$ cat src/rtl/hold_counter_sat.sv
// Saturating hold counter: long-press flag, ceiling, optional auto-repeat.
// Optional feature macro: HOLD_COUNTER_REPEAT_EN (auto-repeat strobes).
module hold_counter_sat #(
  parameter int WIDTH        = 3,
  parameter int THRESH       = 4,
  parameter int MAX          = 7,
  parameter int REPEAT_TICKS = 2
) (
  input  logic             clk,
  input  logic             clear_n,
  input  logic             en,
  input  logic             hold,
  output logic [WIDTH-1:0] count,
  output logic             long_press,
  output logic             long_pulse,
  output logic             saturated,
  output logic             repeat_pulse
);

  if (!(THRESH >= 1 && THRESH <= MAX &&
        MAX <= (1 << WIDTH) - 1 &&
        REPEAT_TICKS >= 1)) begin : g_bad_cfg
    $error("hold_counter_sat: illegal parameter set");
  end

  localparam logic [WIDTH-1:0] THR_V = WIDTH'(THRESH);
  localparam logic [WIDTH-1:0] MAX_V = WIDTH'(MAX);

  logic [WIDTH-1:0] count_d;
  logic             long_press_d;
  logic             long_pulse_d;
  logic             saturated_d;

  // Next count; flags derived from it so they land on the same edge.
  always_comb begin
    count_d = count;
    if (!clear_n || !hold) begin
      count_d = '0;
    end else if (en && count < MAX_V) begin
      count_d = count + WIDTH'(1);
    end
    long_press_d = (count_d >= THR_V);
    saturated_d  = (count_d == MAX_V);
    long_pulse_d = (count_d == THR_V) &&
                   (count != THR_V);
  end

  // Registered count and flags with synchronous clear.
  always_ff @(posedge clk) begin
    if (!clear_n) begin
      count      <= '0;
      long_press <= 1'b0;
      long_pulse <= 1'b0;
      saturated  <= 1'b0;
    end else begin
      count      <= count_d;
      long_press <= long_press_d;
      long_pulse <= long_pulse_d;
      saturated  <= saturated_d;
    end
  end

`ifdef HOLD_COUNTER_REPEAT_EN
  localparam int RW = $clog2(REPEAT_TICKS + 1);
  localparam logic [RW-1:0] RT_M1 =
    RW'(REPEAT_TICKS - 1);

  logic [RW-1:0] rep_q;
  logic [RW-1:0] rep_d;
  logic          rpt_d;

  // Repeat tick counter runs only while already saturated and held.
  always_comb begin
    rep_d = rep_q;
    rpt_d = 1'b0;
    if (!clear_n || !hold || !saturated) begin
      rep_d = '0;
    end else if (en) begin
      if (rep_q == RT_M1) begin
        rep_d = '0;
        rpt_d = 1'b1;
      end else begin
        rep_d = rep_q + RW'(1);
      end
    end
  end

  // Repeat counter and strobe registers.
  always_ff @(posedge clk) begin
    if (!clear_n) begin
      rep_q        <= '0;
      repeat_pulse <= 1'b0;
    end else begin
      rep_q        <= rep_d;
      repeat_pulse <= rpt_d;
    end
  end
`else
  assign repeat_pulse = 1'b0;
`endif

endmodule

$ cat config.mk
export PLATFORM = sky130hd
export DESIGN_NAME = hold_counter_sat
export DESIGN_NICKNAME = d
export VERILOG_FILES = /design/src/rtl/hold_counter_sat.sv
export SDC_FILE = /design/constraint.sdc
export NUM_CORES = 1
export LEC_CHECK = 0
export ABC_AREA = 0
export ABC_CLOCK_PERIOD_IN_PS = 1450
export CAP_MARGIN = 0
export CORE_AREA = 3 3 40 42
export CTS_BUF_LIST = sky130_fd_sc_hd__clkbuf_4
export DETAILED_ROUTE_END_ITERATION = 10
export DIE_AREA = 0 0 43 45
export PLACE_DENSITY_LB_ADDON = 0.08
export SLEW_MARGIN = 20
export SYNTH_ARGS = -nofsm -noshare
export SYNTH_HDL_FRONTEND = slang
export SYNTH_SLANG_ARGS = --single-unit
$ cat constraint.sdc
create_clock -name clk -period 1.45 [get_ports clk]
set_clock_uncertainty 0.15 [all_clocks]
set_input_delay 0.29 -clock clk [delete_from_list [all_inputs] [get_ports clk]]
set_output_delay 0.29 -clock clk [all_outputs]
set_load 0.03 [all_outputs]
* After elaboration in Yosys (flattened, before gate mapping)
Index checks and enable logic that the tools add are counted.
Word-level totals: bits in registers 6, input bits 4, output and inout port bits 7, logic and storage cells 17
Operators by class: $add $sub $neg 1, order comparisons 2, equality and inequality tests 3, mux-type cells 2, reductions and logical operators 5
Operators by type and width (number):
- $eq 3x3->1 const B | 2
- $mux 3 | 2
- $add 3x1->3 const B | 1
- $ge 3x3->1 const B | 1
- $lt 3x3->1 const B | 1
- $ne 3x3->1 const B | 1
- $logic_and 1x1->1 | 2
- $logic_not 1->1 | 2
- $logic_or 1x1->1 | 1

* Logic depth before layout (Yosys ltp)
depth in word-level cells 6, gate-level depth with buffers 5, depth with buffers taken out 5

* Worst setup path before layout
No wires, ideal clock.
path type register to register, start point register count[0], end point register saturated, setup time 0.116 ns, data arrival time 1.378 ns, data required time 1.184 ns, setup slack -0.195 ns, stages on the path, launching flop included 6, path buffers 0, clock period less this slack 1.645 ns, cell sequence dfxtp_1 -> inv_1 -> ha_1 -> mux2i_1 -> nand2_1 -> and3_2
Between the ends: word-level cells in the longest chain between the ends 5, elaborated cells on any way between the ends 6, those cells by class add/sub (1); order compare (1); eq/ne (1); mux (2); reduce/logical (1)
RTL lines:
- start: declaration | line 13 | output logic [WIDTH-1:0] count,
- start signal: assignment | line 56 | count <= count_d;
- $lt 3x3->1 | line 39 | end else if (en && count < MAX_V) begin
- $logic_and 1x1->1 | line 39
- $mux 3 * | line 39
- $mux 3 * | line 37 | if (!clear_n || !hold) begin
- $eq 3x3->1 * | line 43 | saturated_d = (count_d == MAX_V);
- end signal: assignment | line 59 | saturated <= saturated_d;
- end: declaration | line 16 | output logic saturated,
Every way passes the cells marked *; elsewhere a longest branch is shown, timed or not. A chain may end at the register's enable or synchronous reset.

* Worst setup path in the final report
start point register count[1], end point register long_pulse
Between the ends: word-level cells in the longest chain between the ends 6, elaborated cells on any way between the ends 8, those cells by class add/sub (1); order compare (1); eq/ne (2); mux (2); reduce/logical (2)
RTL lines:
- $lt 3x3->1 | line 39
- $logic_and 1x1->1 | line 39
- $mux 3 | line 39
- $mux 3 | line 37
- $eq 3x3->1 | line 44 | long_pulse_d = (count_d == THR_V) &&
- $logic_and 1x1->1 * | line 44
- end signal: assignment | line 58 | long_pulse <= long_pulse_d;
- end: declaration | line 15 | output logic long_pulse,
Marks and branches as above.

==> summary.txt <==
DIE AREA: 1935 µm²
Worst setup EP type: flop
DRT iter0 DRCs: 4
Cts hold-fix bufs: 0
CTS tree: built
Final ANT Viol Nets: 0
Grt total ovfl: 0
FF+latch count, synth: 6
Crit Path Max Fanout: 4
# H-tree levels: 1
Largest cells by area after synthesis: dfxtp_1 (43%), ha_1 (9.0%), nand2_1 (5.4%)
Slew Viols, Final: 0
Fin cells: 59
Vias in the first global route: 232
Num Clock Sinks: 6
Largest net degree at the start of global routing: 7
Die extent in x: 43 µm
# rows: 13
Final #Nets: 52
Num CTS Buffers: 3
Clock latency on the worst-skew pair: 0.25 ns
Peak Freq: 708.0 MHz
Min Tclk post-route: 1.412 ns
Arrival time at the worst endpoint: 1.42 ns
Leak: 0.2128 nW
WL final: 643 µm
Layout cells sized above 1: 45.45%
YS warnings: 0
Die height: 45 µm
PD cells: 781.3 nW/µm²
Clk pin slew, worst setup/hold paths: 0.05 ns
Io pins: 11
GP Congestion: 0.8302
Tot GR Track Use: 7.333%
Via density: 4.322
First-pass GRT wire length: 952 µm
Sequential area share after synthesis: 43.24%
Longest Clk Path Bufs: 2
Final setup vio count: 0
DP HPWL: 495.2 µm
Area added between synthesis and finish: 68.02%
RSZ-0062 raised after global routing: yes
Placed Cells: 56
Syn_area_per_cell: 9.920 µm²
Ys async rst share: 0%
Number of synthesized flops with an enable pin: 0
Vias: 255
Endpoints failing hold: 0
Outcome: finished clean
Crit Path Category: reg -> reg
Setup Buffers After CTS: 0
Post-synth top area share: 43.24%
Initial core utilization: 21.62%
# DRC: 0
Maxcap violations: 0
Synth Cell Area: 277.8 µm²
WL/cell: 10.90 µm
Pre-CTS setup slack: -0.2569 ns
Synth cell types: 17
Final period util: 97.41%
Startpoint Class: flop
Critical Path RT: 1.45 ns
Hold Crit Class: in -> reg
Commonest cells post-synth: dfxtp_1 (6), nand2_1 (4), a21oi_1 (2), ha_1 (2), inv_1 (2)
Filler instances: 138
Post-Syn Nets: 34
Placeable Area: 1285 µm²
PnR worst setup slack: 0.03761 ns
Cells after synthesis: 28
Top-count cell post-synth: dfxtp_1
DRT Pass-1 Iters: 4
Synth area leader: dfxtp_1
Main synth FF type: dfxtp_1
Port bufs: 9
CTS root buf: clkbuf_4
Worst IR drop on VDD: 0.2550 mV
Initial antenna violation count: 0
Diode count: 0
[cells in the final DEF, fill, tap and decap left out, drive strengths merged]
master | netlist | final
dfxtp | 6 | 6
a21oi | 2 | 2
a31oi | 1 | 1
o211ai | 1 | 1
clkbuf | 0 | 3
inv | 2 | 2
dlygate4sd2 | 0 | 3
dlymetal6s2s | 0 | 1
clkdlybuf4s50 | 0 | 2
ha | 2 | 2
a211oi | 2 | 2
nand3 | 1 | 1
and3 | 2 | 2
nor4b | 1 | 1
buf | 1 | 8
and2 | 1 | 1
nand2 | 4 | 4
conb | 1 | 1
mux2i | 1 | 1
[per-stage QoR]
step           utilization [%]  instance area (µm²)  setup TNS [ns]  total power [W]  hold WS [ns]
2_1_floorplan                -                285.3               0        0.0001886        0.2851
3_3_place_gp             32.42                416.7         -0.7452        0.0002090        0.4254
3_5_place_dp             32.42                416.7         -0.7867        0.0002094        0.4211
4_1_cts                  33.89                435.4               0        0.0003688        0.4237
5_1_grt                  36.32                466.7        -0.04733        0.0003843        0.4331
6_report                 36.32                466.7               0        0.0003646        0.3989
[worst paths after layout]
check	startpoint	endpoint	slack, ns	cells after the start
max	count[1]	long_pulse	0.04	4
min	en	count[1]	0.40	3
max reg2reg	count[1]	long_pulse	0.04	4
min reg2reg	count[2]	count[1]	0.43	2
[layer usage]
metal  GRT usage, %  up-vias  share of wire [%]  routed length [µm]
li1               -      129                  -                   -
met1          7.971      119                 45                 287
met2          9.880        7                 47                 302
met3          5.179        0                8.2                  53
met4          5.422        0                  0                   0
met5              0        -                  0                   0
[final cells by class]
class,count,area (µm²),share of cell area [%]
Inverter,2,10.01,2.145
Tap cell,15,18.77,4.021
Clock buffer,3,22.52,4.826
Sequential cell,6,127.6,27.35
Timing Repair Buffer,14,118.9,25.47
Multi-Input combinational cell,19,168.9,36.19
[cell families (layout without fill, tap and decap cells)]
family	count (synthesis)	count (layout)	synth area share [%]
adder cells (fa/ha/maj)	2	2	9.008
multiplexers	1	1	3.604
AND/OR/NAND/NOR	9	9	21.62
flip-flops	6	6	43.24
buffers and inverters	3	19	5.407
AO/OA/AOI/OAI	6	6	15.77
other	1	1	1.350
[timing repair]
item | CTS | global route
resized for setup | 3 | 6
setup endpoints to repair | 4 | 3
pin swaps | 1 | 3
[sequential cells by signal, summed over array words and instances, names as in the netlist]
register / cells
count: 3
long_pulse: 1
saturated: 1
long_press: 1
[report_power, final]
| part | internal [W] | leakage [nW] | total [W] | switching (W) |
|---|---|---|---|---|
| sequential | 0.000165 | 0.0500 | 0.000167 | 0.00000227 |
| combinational | 0.0000203 | 0.149 | 0.0000427 | 0.0000223 |
| clock | 0.0000937 | 0.0138 | 0.000155 | 0.0000610 |
[critical path, stage by stage (launching register included)]
cell and delay, ns:
dfxtp_4 0.36, ha_1 0.20, and3_4 0.19, a211oi_4 0.21
nor4b_2 0.21
(Power assumes the default switching activity.)
